==> src/rtl/xnor_pkg.sv <==
// Shared constants for the masked-XNOR run detector: default widths and the
// per-bit fill values that configuration registers take on reset.
package xnor_pkg;
  localparam int   DEF_WIDTH        = 8;
  localparam int   DEF_CNT_W        = 8;
  localparam logic PATTERN_RST_FILL = 1'b0;
  localparam logic MASK_RST_FILL    = 1'b1;
endpackage

==> src/rtl/xnor_mask_cmp.sv <==
// Combinational masked XNOR: a bit is "equal" when a and b agree or the bit is
// masked off; match is the AND of all per-bit results.
module xnor_mask_cmp #(
  parameter int WIDTH = 8
) (
  input  logic [WIDTH-1:0] a,
  input  logic [WIDTH-1:0] b,
  input  logic [WIDTH-1:0] mask,
  output logic [WIDTH-1:0] bits,
  output logic             match
);
  assign bits  = ~(a ^ b) | ~mask;
  assign match = &bits;
endmodule

==> src/rtl/xnor_seq_detector.sv <==
// Registered masked-XNOR comparator with consecutive-match run counter, total
// hit counter and a one-shot detect pulse when the run reaches the threshold.
module xnor_seq_detector
  import xnor_pkg::*;
#(
  parameter int WIDTH = DEF_WIDTH,
  parameter int CNT_W = DEF_CNT_W
) (
  input  logic             clk,
  input  logic             rst,
  input  logic             cfg_we,
  input  logic [WIDTH-1:0] cfg_pattern,
  input  logic [WIDTH-1:0] cfg_mask,
  input  logic [CNT_W-1:0] cfg_thresh,
  input  logic             in_valid,
  input  logic [WIDTH-1:0] in_data,
  output logic             out_valid,
  output logic [WIDTH-1:0] out_bits,
  output logic             out_match,
  output logic [CNT_W-1:0] run_cnt,
  output logic [CNT_W-1:0] hit_cnt,
  output logic             detect
);
  localparam logic [CNT_W-1:0] CNT_MAX = '1;

  logic [WIDTH-1:0] pattern;
  logic [WIDTH-1:0] mask;
  logic [CNT_W-1:0] thresh;

  logic [WIDTH-1:0] cmp_bits;
  logic             cmp_match;
  logic [CNT_W-1:0] run_inc;
  logic [CNT_W-1:0] hit_inc;
  logic             detect_nxt;

  xnor_mask_cmp #(.WIDTH(WIDTH)) u_cmp (
    .a     (in_data),
    .b     (pattern),
    .mask  (mask),
    .bits  (cmp_bits),
    .match (cmp_match)
  );

  // Counters saturate; a saturated run never equals thresh-1 on the way up,
  // so saturation alone can never produce a detect.
  always_comb begin
    run_inc    = (run_cnt == CNT_MAX) ? run_cnt : run_cnt + CNT_W'(1);
    hit_inc    = (hit_cnt == CNT_MAX) ? hit_cnt : hit_cnt + CNT_W'(1);
    detect_nxt = cmp_match && (thresh != '0) && (run_cnt == thresh - CNT_W'(1));
  end

  always_ff @(posedge clk) begin
    if (rst) begin
      pattern   <= {WIDTH{PATTERN_RST_FILL}};
      mask      <= {WIDTH{MASK_RST_FILL}};
      thresh    <= '0;
      out_valid <= 1'b0;
      out_bits  <= '0;
      out_match <= 1'b0;
      run_cnt   <= '0;
      hit_cnt   <= '0;
      detect    <= 1'b0;
    end else if (cfg_we) begin
      // A sample arriving with a config write is dropped.
      pattern   <= cfg_pattern;
      mask      <= cfg_mask;
      thresh    <= cfg_thresh;
      out_valid <= 1'b0;
      run_cnt   <= '0;
      hit_cnt   <= '0;
      detect    <= 1'b0;
    end else if (in_valid) begin
      out_valid <= 1'b1;
      out_bits  <= cmp_bits;
      out_match <= cmp_match;
      detect    <= detect_nxt;
      if (cmp_match) begin
        run_cnt <= run_inc;
        hit_cnt <= hit_inc;
      end else begin
        run_cnt <= '0;
      end
    end else begin
      out_valid <= 1'b0;
      detect    <= 1'b0;
    end
  end
endmodule

==> config.mk <==
export PLATFORM = sky130hd
export DESIGN_NAME = xnor_seq_detector
export DESIGN_NICKNAME = d
export VERILOG_FILES = /design/src/rtl/xnor_pkg.sv /design/src/rtl/xnor_mask_cmp.sv /design/src/rtl/xnor_seq_detector.sv
export SDC_FILE = /design/constraint.sdc
export NUM_CORES = 1
export LEC_CHECK = 0
export ABC_CLOCK_PERIOD_IN_PS = 4250
export BUFFER_PORTS_ARGS = -buffer_cell sky130_fd_sc_hd__buf_2
export CORE_MARGIN = 8
export CORE_UTILIZATION = 49
export CTS_CLUSTER_DIAMETER = 60
export CTS_CLUSTER_SIZE = 12
export DETAILED_ROUTE_END_ITERATION = 8
export GPL_TIMING_DRIVEN = 0
export HOLD_SLACK_MARGIN = 0.02
export MAX_ROUTING_LAYER = met4
export PLACE_DENSITY = 0.75
export SLEW_MARGIN = 30
export SYNTH_ARGS = -nofsm -noshare
export SYNTH_HDL_FRONTEND = slang
export SYNTH_SLANG_ARGS = --single-unit
==> constraint.sdc <==
create_clock -name clk -period 4.25 [get_ports clk]
set_input_delay 0.85 -clock clk [delete_from_list [all_inputs] [get_ports clk]]
set_output_delay 0.85 -clock clk [all_outputs]
set_load 0.005 [all_outputs]
======== Word level (Yosys, flattened, before mapping) ========
Index checks and enable logic that the tools add are counted.
storage, ports and cells
  register bits ........................... 51
  input port bits ......................... 36
  output and inout port bits .............. 27
cells by class
  add/subtract/negate cells ............... 3
  equal/unequal tests ..................... 4
  mux-type cells .......................... 3
  bitwise logic cells ..................... 7
  reductions and logical operators ........ 9
operators by type and width
  operator                                          number
  adder 8 x 1 -> 8 bit, second input constant       2
  equality test 8 bit, second input constant        2
  two-way mux 8 bit                                 2
  inverter 8 bit                                    2
  AND reduction 10 bit                              1
  equality test 8 bit                               1
  OR 8 bit                                          1
  AND reduction 8 bit                               1
  nonzero test 8 bit                                1
  subtractor 8 x 1 -> 8 bit, second input constant  1
  bitwise XOR 8 bit                                 1
  AND reduction 2 bit                               2
  inverter 1 bit                                    3
  OR reduction 3 bit                                1
  logical AND 1 bit                                 2
  inequality test 2 bit, second input constant      1
  OR reduction 2 bit                                1
  two-way mux 1 bit                                 1

======== Longest topological paths before layout ========
  depth in word-level cells ............... 6
  mapped depth ............................ 9

======== Cells and area by module ========
A second synthesis with hierarchy kept.
second synthesis, totals
  cells, all modules ...................... 269
  area, all modules ....................... 2408.6 um^2
by module, submodules not included
  module             instances  cells an instance  area each (um^2)  seq. area each (um^2)
  xnor_seq_detector  1          248                2269.7            1021.0
  xnor_mask_cmp      1          21                 138.9             0.0

======== Worst setup path after synthesis ========
OpenSTA, ideal clock, no wires.
  path kind ............................... input to register
  start ................................... in rst
  end ..................................... reg detect
  data arrival time ....................... 2019 ps
  required time ........................... 4190 ps
  slack ................................... 2171 ps
  cell stages on the path ................. 7
  buffers on the path ..................... 2
  cell sequence ........................... buf_2 or2_1 buf_2 nor2_4 nand3_1 a2111oi_1 o311a_1
on the way
  cells in the longest elaborated chain, start to end .. 1
RTL lines
  what                          line                     RTL
  start: declaration            xnor_seq_detector.sv:10  input logic rst,
  OR reduction 3 bit (no line)  -
  end signal: assignment        xnor_seq_detector.sv:76  detect <= detect_nxt;
  end: declaration              xnor_seq_detector.sv:22  output logic detect
No other way between the ends.
A chain may end at the register's enable or synchronous reset.

======== Final worst setup path ========
  start ................................... reg thresh[0]
  end ..................................... reg detect
on the way
  cells in the longest elaborated chain, start to end .. 3
  elaborated cells on any way between the ends .. 5
  classes of those cells .................. 1 x add/sub; 1 x eq/ne; 3 x reduce/logical
RTL lines
  what                                                             line                     RTL
  start: declaration                                               xnor_seq_detector.sv:28  logic [CNT_W-1:0] thresh;
  start signal: assignment                                         xnor_seq_detector.sv:67  thresh <= cfg_thresh;
  subtractor 8 x 1 -> 8 bit or nonzero test 8 bit (tied branches)  xnor_seq_detector.sv:49  detect_nxt = cmp_match && (thresh != '0) && (run_cnt == thresh - CNT_W'(1));
  equality test 8 bit or logical AND 1 bit (tied branches)         xnor_seq_detector.sv:49
  logical AND 1 bit *                                              xnor_seq_detector.sv:49
Mark *: on every way between the ends. The rest lies on a longest branch, timed or not.

==> impl_metrics.json <==
{
  "cts_tree": "yes",
  "hold-path-cell-count": 1,
  "htreeDepth": 2,
  "crit_path_max_fanout": 8,
  "synth_cells": 262,
  "post-cts-setup-buffers": 0,
  "final_nets": 369,
  "ant_nets": 0,
  "gp_congestion": 0.8643,
  "rows": 26,
  "die_h_um": 86.93,
  "coreArea_um2": 4977,
  "netlist_area_um2": 2465,
  "cts_buffers": 5,
  "stdcell_area_um2": 2970,
  "synth_edf_count": 0,
  "wirelength_um": 6026,
  "antenna_found_initial": 0,
  "synth_area_leaders": "dfxtp_1, mux2i_1, nor2_1, xor2_1, a211o_1",
  "finalSetupViolCount": 0,
  "synth_top_area_share": 0.4142,
  "power_density_nw_per_um2": 338.1,
  "hold_viol_final": 0,
  "vias": 2202,
  "cts_max_path_buffers": 2,
  "synth.largest_area_cell": "dfxtp_1",
  "post-route-util": 0.5968,
  "cp-start-kind": "register",
  "placed_area_um2": 2853,
  "max_cap_violations": 0,
  "final_common_cell": "buf_2",
  "port-buffer-count": 60,
  "synth_ff_type": "dfxtp_1",
  "track_usage": 0.1675,
  "dp.final_hpwl_um": 4612,
  "grt.overflow.total": 0,
  "grt_pass1_vias": 2116,
  "irDropWorstVdd_uv": 241.8,
  "async_flop_share": 0,
  "grt_pass1_wl_um": 9887,
  "insertedDiodeCount": 0,
  "drtPass1Iterations": 4,
  "ys_warn_count": 0,
  "cp-startpoint": "thresh[0]",
  "syn_to_final_growth_pct": 20.51,
  "worst_slew_pin_slew_ns": 0.5980,
  "drtIter0Drc": 111,
  "min_path_type": "register to register",
  "crit_end": "detect",
  "die_w_um": 86.93,
  "rr_endpoint": "detect",
  "clock-sinks": 51,
  "grt_max_degree": 16,
  "root_buffer": "clkbuf_8",
  "nFillCells": 479,
  "required_ns": 4.49,
  "reg2regPathDepth": 9,
  "cts_resized": 0,
  "drive_above_1_share": 0.2606,
  "synth_fp_nets": 302,
  "ys_types": 49,
  "reg2reg_from": "thresh[0]",
  "min_period_ns": 2.337,
  "clk-insertion-delay-late_ns": 0.30,
  "fin_skew_ns": 0.008482,
  "dieArea_um2": 7556,
  "seq_area_frac_synth": 0.4142,
  "setup_tns_ns": 0,
  "viasPerCell": 5.505,
  "r2r_setup_slack_ns": 1.91,
  "io_pins": 63,
  "fin_crit_sh": 0.5498,
  "crit_arrival_ns": 2.57,
  "clkTransAtPathRegs_ns": 0.09,
  "final_max_slew_viol_count": 0,
  "synth-seq-cells": 51,
  "hold_buffers": 0,
  "max-slew-margin-rel": 0.6013,
  "max_freq_ghz": 0.4280,
  "layout.cells.most_common_list": "buf_2, dfxtp_1, nor2_1, mux2i_1, xor2_1",
  "power_leakage_nw": 1.303,
  "grt_setup_unrepaired": "no",
  "status": "finished, final reports clean",
  "fin_total_pwr_mw": 1.004,
  "drc_errors": 0,
  "crit_path_end_kind": "register",
  "critPathKind": "register to register",
  "start_util": 0.4952,
  "wire_per_inst_um": 15.07,
  "syn_area_per_cell_um2": 9.408
}
worst max-delay path, cell delays in order, from the launching register on:
cell and delay (ns):
dfxtp_1 0.31, clkbuf_1 0.24, inv_1 0.14, ha_1 0.22, clkbuf_2 0.17, o21ba_1 0.19, a221oi_1 0.29, a41oi_1 0.10
a2111oi_1 0.37, o311a_1 0.24
cell type report:
class | instances | area (um2) | share of cell area
well taps | 70 | 87.58 | 0.02949
clock buffers | 6 | 82.58 | 0.02780
clock inverters | 2 | 35.03 | 0.01179
inverters | 7 | 26.28 | 0.008846
repair buffers | 60 | 300.3 | 0.1011
multi-input cells | 188 | 1334 | 0.4490
flip-flops and latches | 51 | 1021 | 0.3437
plain buffers | 16 | 83.83 | 0.02822
cell families after synthesis:
logic type	after synthesis	share of synthesized area
multiplexers	18	0.07310
buffers and inverters	23	0.04467
AND/OR/NAND/NOR	90	0.1883
flip-flops	51	0.4142
XOR/XNOR	22	0.07817
AO/OA/AOI/OAI	54	0.1812
adder cells (fa/ha/maj)	4	0.02031
sequential cells by signal (all words and copies together) (netlist names):
| name | count |
|---|---|
| hit_cnt | 8 |
| mask | 8 |
| out_bits | 8 |
| pattern | 8 |
| run_cnt | 8 |
| thresh | 8 |
| detect | 1 |
| out_match | 1 |
| out_valid | 1 |
per-layer routing:
metal / global-route usage / wire (um) / vias to the layer above
met5: - / 0 / -
met4: 0.04538 / 71 / 0
met3: 0.04906 / 395 / 9
met2: 0.2630 / 2789 / 70
met1: 0.2043 / 2769 / 1046
li1: - / - / 1077
cells in the mapped netlist (2+ instances only):
| master | instances |
|---|---|
| a311oi_1 | 8 |
| a22oi_4 | 3 |
| nor2_1 | 37 |
| o21ai_1 | 6 |
| nor2b_1 | 10 |
| clkbuf_1 | 7 |
| xnor2_1 | 7 |
| a211o_1 | 8 |
| buf_6 | 2 |
| buf_2 | 6 |
| nand2_1 | 7 |
| or3_1 | 5 |
| a21oi_1 | 10 |
| xor2_1 | 15 |
| o211ai_1 | 2 |
| ha_1 | 4 |
| and3_1 | 2 |
| mux2i_1 | 18 |
| a41oi_1 | 2 |
| o31ai_1 | 2 |
| nor3_1 | 5 |
| nand3_1 | 8 |
| nand4_1 | 5 |
| dfxtp_1 | 51 |
| nor4_1 | 2 |
| inv_1 | 5 |
| or4_1 | 3 |
where the power goes:
group          switching, mW  internal (mW)  leakage [nW]
Sequential            0.0179          0.498         0.418
Clock                  0.156          0.191        0.0612
Combinational         0.0762         0.0652         0.823
how the worst min path moves through the flow:
| stage | from | slack, ns | to |
|---|---|---|---|
| floorplan | mask[7] | 0.46 | out_bits[7] |
| global placement | out_match | 0.47 | out_match |
| detailed placement | mask[0] | 0.48 | out_bits[0] |
| CTS | mask[0] | 0.50 | out_bits[0] |
| global route | mask[0] | 0.52 | out_bits[0] |
| finish | mask[0] | 0.50 | out_bits[0] |
metrics by stage:
stage / std cells / hold slack [ns] / setup WS (ns)
4_1_cts: 400 / 0.4994 / 1.912
5_1_grt: 400 / 0.5206 / 1.781
2_1_floorplan: 262 / 0.4580 / 2.172
6_report: 400 / 0.4967 / 1.914
3_3_place_gp: 392 / 0.4721 / 1.909
3_5_place_dp: 392 / 0.4801 / 1.921
No activity file was read; power rests on OpenSTA's default activity.
